File: src/rtl/hazard_ctrl.sv
// Pipeline hazard controller for the RV32I 5-stage core.
// Generates stage enables/flushes for load-use stalls, taken-branch flushes and
// data-memory wait states with timeout abort, selects EX operand forwarding, and
// keeps saturating stall/flush event counters.
module hazard_ctrl #(
  parameter int MEM_TIMEOUT = 16,
  parameter int CNT_W       = 32
) (
  input  logic             clk,
  input  logic             rst,
  input  logic [4:0]       rs1_id,
  input  logic [4:0]       rs2_id,
  input  logic             rs1_used_id,
  input  logic             rs2_used_id,
  input  logic [4:0]       rs1_ex,
  input  logic [4:0]       rs2_ex,
  input  logic [4:0]       rd_ex,
  input  logic             load_ex,
  input  logic             reg_wr_ex,
  input  logic             branch_taken_ex,
  input  logic [4:0]       rd_mem,
  input  logic             reg_wr_mem,
  input  logic             dm_req_mem,
  input  logic             dm_ready,
  input  logic [4:0]       rd_wb,
  input  logic             reg_wr_wb,
  output logic             pc_en,
  output logic             if_id_en,
  output logic             id_ex_en,
  output logic             ex_mem_en,
  output logic             mem_wb_en,
  output logic             if_id_flush,
  output logic             id_ex_flush,
  output logic             mem_wb_flush,
  output logic [1:0]       fwd_a,
  output logic [1:0]       fwd_b,
  output logic             dm_err,
  output logic [CNT_W-1:0] stall_cnt,
  output logic [CNT_W-1:0] flush_cnt
);

  typedef enum logic [1:0] {
    RUN      = 2'd0,
    MEM_WAIT = 2'd1,
    ERR      = 2'd2
  } state_t;

  // Wide enough to hold MEM_TIMEOUT itself; with the timeout disabled it may wrap freely.
  localparam int WC_W = $clog2(MEM_TIMEOUT + 1) + 1;
  localparam logic [WC_W-1:0] TIMEOUT_V = WC_W'(MEM_TIMEOUT);
  localparam logic [CNT_W-1:0] CNT_MAX  = '1;

  state_t          state;
  logic [WC_W-1:0] wait_cnt;

  // Enables packed as {pc, if_id, id_ex, ex_mem, mem_wb}; flushes as {if_id, id_ex, mem_wb}.
  logic [4:0] en;
  logic [2:0] flush;
  logic       err;
  logic       branch_evt;
  logic       load_use;
  logic       mem_stall;

  assign load_use = load_ex && reg_wr_ex && (rd_ex != 5'd0) &&
                    ((rs1_used_id && (rs1_id == rd_ex)) ||
                     (rs2_used_id && (rs2_id == rd_ex)));

  assign mem_stall = dm_req_mem && !dm_ready;

  // Stage control decode. These are combinational on purpose: a hazard seen this
  // cycle must hold the pipe registers at the very next edge.
  always_comb begin
    // NOTE: every signal gets a default before the case so no path leaves it
    // unassigned; otherwise synthesis infers a latch.
    en         = 5'b11111;
    flush      = 3'b000;
    err        = 1'b0;
    branch_evt = 1'b0;
    if (rst) begin
      en    = 5'b00000;
      flush = 3'b111;
    end else begin
      case (state)
        RUN: begin
          if (mem_stall) begin
            en    = 5'b00000;
            flush = 3'b001;
          end else if (branch_taken_ex) begin
            flush      = 3'b110;
            branch_evt = 1'b1;
          end else if (load_use) begin
            en    = 5'b00111;
            flush = 3'b010;
          end
        end
        MEM_WAIT: begin
          // Bubble into WB while frozen so the held MEM instr does not write the rf twice.
          if (!dm_ready) begin
            en    = 5'b00000;
            flush = 3'b001;
          end
        end
        ERR: begin
          err   = 1'b1;
          flush = 3'b001;
        end
        default: ;
      endcase
    end
  end

  assign {pc_en, if_id_en, id_ex_en, ex_mem_en, mem_wb_en} = en;
  assign {if_id_flush, id_ex_flush, mem_wb_flush}          = flush;
  assign dm_err = err;

  // EX operand forwarding: the younger MEM result wins over WB; x0 is never forwarded.
  always_comb begin
    fwd_a = 2'b00;
    fwd_b = 2'b00;
    if (!rst) begin
      if (reg_wr_mem && (rd_mem != 5'd0) && (rd_mem == rs1_ex))   fwd_a = 2'b10;
      else if (reg_wr_wb && (rd_wb != 5'd0) && (rd_wb == rs1_ex)) fwd_a = 2'b01;
      if (reg_wr_mem && (rd_mem != 5'd0) && (rd_mem == rs2_ex))   fwd_b = 2'b10;
      else if (reg_wr_wb && (rd_wb != 5'd0) && (rd_wb == rs2_ex)) fwd_b = 2'b01;
    end
  end

  // Memory-wait FSM: RUN -> MEM_WAIT on a stalled access, ERR for one cycle on timeout.
  always_ff @(posedge clk or posedge rst) begin
    // NOTE: sequential state uses non-blocking assignments so every register
    // samples pre-edge values regardless of statement order.
    if (rst) begin
      state    <= RUN;
      wait_cnt <= '0;
    end else begin
      case (state)
        RUN: begin
          if (mem_stall) begin
            state    <= MEM_WAIT;
            wait_cnt <= WC_W'(1);
          end
        end
        MEM_WAIT: begin
          if (dm_ready) begin
            state    <= RUN;
            wait_cnt <= '0;
          end else if ((MEM_TIMEOUT != 0) && (wait_cnt == TIMEOUT_V)) begin
            state    <= ERR;
            wait_cnt <= '0;
          end else begin
            wait_cnt <= wait_cnt + WC_W'(1);
          end
        end
        ERR:     state <= RUN;
        default: state <= RUN;
      endcase
    end
  end

  // Saturating performance counters: frozen-PC cycles and taken-branch flushes.
  always_ff @(posedge clk or posedge rst) begin
    if (rst) begin
      stall_cnt <= '0;
      flush_cnt <= '0;
    end else begin
      if (!en[4] && (stall_cnt != CNT_MAX)) stall_cnt <= stall_cnt + CNT_W'(1);
      if (branch_evt && (flush_cnt != CNT_MAX)) flush_cnt <= flush_cnt + CNT_W'(1);
    end
  end

endmodule

File: config.mk
export PLATFORM = sky130hd
export DESIGN_NAME = hazard_ctrl
export DESIGN_NICKNAME = d
export VERILOG_FILES = /design/src/rtl/hazard_ctrl.sv
export SDC_FILE = /design/constraint.sdc
export NUM_CORES = 1
export LEC_CHECK = 0
export ABC_AREA = 1
export BUFFER_PORTS_ARGS = -buffer_cell sky130_fd_sc_hd__buf_2
export CAP_MARGIN = 20
export CORE_ASPECT_RATIO = 1.75
export CORE_MARGIN = 10
export CORE_UTILIZATION = 49
export CTS_CLUSTER_SIZE = 8
export DETAILED_ROUTE_END_ITERATION = 8
export PLACE_DENSITY = 0.85
export SYNTH_ARGS = -nofsm -noshare
export SYNTH_HDL_FRONTEND = slang
export SYNTH_SLANG_ARGS = --single-unit
File: constraint.sdc
create_clock -name clk -period 2.65 [get_ports clk]
set_input_delay 0.265 -clock clk [delete_from_list [all_inputs] [get_ports clk]]
set_output_delay 0.265 -clock clk [all_outputs]
set_load 0.05 [all_outputs]
Word-level counts from Yosys, hierarchy flattened
Cells that the tools add are included.

cells by class
  equal/unequal tests = 13
  multiplexer cells = 32
  $add $sub $neg = 3
  reduce and logical (&&, ||, !) cells = 24

operators with widths
  cell                     number
  $add A32 B1 Y32 const B  2
  $ne A32 B32 Y1 const B   2
  $eq A5 B5 Y1             6
  $mux W5                  5
  $mux W6                  3
  $mux W2                  8
  $reduce_bool A5 Y1       3
  $logic_and A1 B1 Y1      14
  $pmux W6 S2              1
  $pmux W5 S2              1
  $mux W1                  9
  $mux W3                  3
  $pmux W3 S3              1
  $add A6 B1 Y6 const B    1
  $eq A6 B5 Y1 const B     1
  $pmux W2 S2              1
  $reduce_and A2 Y1        2
  $ne A3 B3 Y1 const B     1
  $eq A2 B1 Y1 const B     1
  $eq A2 B2 Y1 const B     1
  $logic_not A1 Y1         2
  $logic_not A2 Y1         1
  $ne A2 B2 Y1 const B     1
  $reduce_bool A2 Y1       1
  $logic_or A1 B1 Y1       1

storage, ports and cells
  word-level logic and storage cells = 76
  input bits = 46
  output and inout port bits = 77
  bits in registers = 72

Logic depth before layout (Yosys ltp)
  word-level depth = 11
  depth in mapped cells = 14
  depth with buffers taken out = 13

Least setup slack after synthesis
OpenSTA, ideal clock, no wires.

  kind = input -> output
  start = input rst
  end = output mem_wb_flush
  path slack = -0.943 ns
  required time = 2.385 ns
  arrival time = 3.328 ns
  stages on the path = 4
  cells stage by stage = inv_1 -> nand2_1 -> nor2_1 -> nand2_1

between the ends
  longest elaborated chain between the ends = 1

RTL lines
  element             line  source
  start: declaration  10    input logic rst,
  $mux W3             79    if (rst) begin
  end: declaration    34    output logic mem_wb_flush,

Every way passes these cells.

Worst setup path after layout
  start = register state[1]
  end = output if_id_en

between the ends
  longest elaborated chain between the ends = 3

RTL lines
  element                                           line  source
  start: declaration                                53    state_t state;
  start signal: assignment                          133   state <= RUN;
  start signal: assignment                          139   state <= MEM_WAIT;
  start signal: assignment                          145   state <= RUN;
  $eq A2 B1 Y1 or $logic_not A2 Y1 (tied branches)  83    case (state)
  $pmux W5 S2 *                                     83
  $mux W5 *                                         79
  end: declaration                                  28    output logic if_id_en,

Every way passes the cells marked *; elsewhere a longest branch is shown, timed or not.

==> flow_summary.ini <==
[timing]
hold_violations = 0
max_freq_mhz = 447.5
timing.final.crit_share_pct = 84.32
worst_slack_ps = 415.6
tns_ps = 0
finalSetupViolCount = 0
hold_ws_ps = 322.6
rsz0062_at_grt = false
relSlewSlack_pct = 42.89
skew_ps = 8.106
min_period_ps = 2234
drv_slew = 0
worst_slew_pin_slew_ps = 856.7

[grt]
antenna_found_initial = 0
gr-total-overflow = 0
grt_pass1_vias = 5320
track_usage_pct = 20.17
grt_first_pass_wirelength_um = 25050
grt_max_degree = 69

[synth]
synthSimpleGateAreaFrac_pct = 40.69
syn-num-nets = 774
synth-warning-count = 0
synth_top_area_cell = dfrtp_1
avgSynthCellArea_um2 = 6.982
synthXorXnorAreaFrac_pct = 12.82
seq_area_frac_synth_pct = 35.64
synth_edf_count = 0
yosysTopAreaCellShare_pct = 35.64
syn_inst = 724
synth-seq-cells = 72
synth_ff_type = dfrtp_1
yosys.area_share.adder_pct = 0.9901
synth_top_family_by_area = simple AND/OR/NAND/NOR gates
synthMuxAreaShare_pct = 0
synthTopCellsByArea = dfrtp_1, nand2_1, xor2_1, nor2_1, nand3_1
synth_compound_area_share_pct = 2.228
ys_types = 37
synthArstFlopShare_pct = 100.0
netlist_area_mm2 = 0.005055

[hold_path]
holdPathStages = 4
hold_path_class = input port to flop
hold_path.startpoint = dm_ready
hold_end = wait_cnt[1]$_DFFE_PP0P_

[floorplan]
rows = 49
die_x_um = 96.78
die_area_mm2 = 0.01494
initial_core_util_pct = 49.67
core_area_mm2 = 0.01018
dieHeight_um = 154.4
boundaryPins = 123

[critical_path]
path_common_cell = nand2_1
worst-r2r-setup-slack_ps = 420
critical_path.endpoint_type = primary output
cp_top_family = simple AND/OR/NAND/NOR gates
worstReg2RegStart = flush_cnt[0]$_DFFE_PP0P_
crit_arrival_ps = 1970
rr_worst_depth = 10
cp_slowest_cell = dfrtp_1
start_kind = flop
setup.worst_path.class = flop to primary output
cp_max_fo = 24
path_cells = inv_1 -> nand2_1 -> nor2_2 -> nand2_1 -> nand2_1 -> inv_1 -> nand2_1 -> nand2_4 -> clkinvlp_4 -> buf_2
crit_start = state[1]$_DFFE_PP0P_
cp.depth = 10
crit_buf_inv = 4
cp.required_ps = 2380
rr_endpoint = flush_cnt[17]$_DFFE_PP0P_
cpPeakStageDelay_ps = 400

[layout]
area_growth_pct = 19.38
nFillCells = 991
nets = 895
drive_above_1_share_pct = 19.29
antenna_cells = 0
layout_commonest_cell = nand2_1
stdcell_area_mm2 = 0.006035
final_cell_mix = nand2_1, buf_2, nor2_1, dfrtp_1, inv_1

[placed_design]
place_congestion = 0.9956
hpwl_um = 12080
post-place-ws_ps = 456.2
placement.io_buffers = 122
place_area_mm2 = 0.005749

[clock_tree]
clockBufferDepth = 2
cts_tree = built
ctsResizeCount = 0
clkSinkCount = 72
cts-buffers-inserted = 9
clk_pin_slew_ps = 60
post-cts-setup-buffers = 0
clock-root-buffer = clkbuf_16
htreeDepth = 3
clock_latency_ps = 340

[route]
wl_um = 15410
ant_nets = 0
vias = 5190
drtIter0Drc = 225
remaining_drc_errors = 0
drt_pass1_iterations = 5
drt-wirelength-per-cell_um = 15.77
viasPerCell = 5.312

[flow_run]
drv_cap = 0

[power]
vdd_ir_drop_max_uv = 592.6
cellLeakagePower_nw = 3.239
power_per_cell_area_mw_per_mm2 = 607.4

[outcome]
status = finished clean
==> flip-flops by register name, indices dropped and copies added, names as in the netlist <==
| name | cells |
|---|---|
| stall_cnt | 32 |
| flush_cnt | 32 |
| state | 2 |
| wait_cnt | 6 |
==> per-layer routing <==
| metal | global-route usage, % | wire, µm | vias to the layer above |
|---|---|---|---|
| met5 | 0 | 0 | - |
| met4 | 13.20 | 810 | 0 |
| met3 | 4.416 | 915 | 65 |
| met2 | 37.72 | 8338 | 194 |
| met1 | 19.11 | 5344 | 2402 |
| li1 | - | - | 2529 |
==> repair_timing <==
action                     CTS  global route
setup endpoints to repair    0             0
hold endpoints to repair     4             0
hold buffers                 1             0
==> synth_stat cells, drive strengths merged (3+ instances only) <==
cell type	instances
nand3	52
buf	16
dfrtp	72
a21oi	5
ha	4
nor2	80
nand3b	5
nand2	261
xnor2	23
nor3	39
nor3b	3
o21ai	11
xor2	51
inv	70
nor4	5
nand4	16
==> cell families (layout without fill, tap and decap cells) <==
group,count (synthesis),count (layout)
flip-flops,72,72
adder cells (fa/ha/maj),4,4
AND/OR/NAND/NOR,467,467
XOR/XNOR,74,74
AO/OA/AOI/OAI,20,20
buffers and inverters,87,213
==> report_power, final <==
part | switching (mW) | internal (mW) | total (mW)
Combinational | 0.865 | 0.291 | 1.16
Clock | 0.505 | 0.637 | 1.14
Sequential | 0.149 | 1.22 | 1.37
Total | 1.52 | 2.15 | 3.67
==> through the flow <==
step                power, mW  util (%)  instances
CTS                     3.682     59.29        977
finish                  3.665     59.29        977
floorplan               2.242         -        724
global placement        2.518     56.49        960
detailed placement      2.548     56.49        960
global route            3.843     59.29        977
==> worst reg2reg max path: stages (launching register included) <==
cell      delay [ps]
dfrtp_1          410
ha_1             220
inv_1            150
nor2_1            90
nand2_1          140
nor2_1           110
nand2_1          140
nand2_2          160
inv_2            370
nand3b_1         170
xor2_1           170
==> area by class of cell <==
cell class / count / area (µm²) / area share, %
Inverter: 70 / 270.3 / 4.479
Clock buffer: 10 / 229.0 / 3.794
Multi-Input combinational cell: 565 / 2878 / 47.69
Sequential cell: 72 / 1802 / 29.86
Clock inverter: 6 / 46.29 / 0.7672
Timing Repair Buffer: 127 / 650.6 / 10.78
Tap cell: 127 / 158.9 / 2.633
==> worst max path at each step <==
stage,slack [ps],endpoint
after floorplan,-60,id_ex_flush
final,420,if_id_en
after detailed placement,460,flush_cnt[17]$_DFFE_PP0P_
after global routing,250,if_id_en
after CTS,400,if_id_en
after global placement,470,flush_cnt[17]$_DFFE_PP0P_
Note: power is estimated with default switching activity, not from simulation.
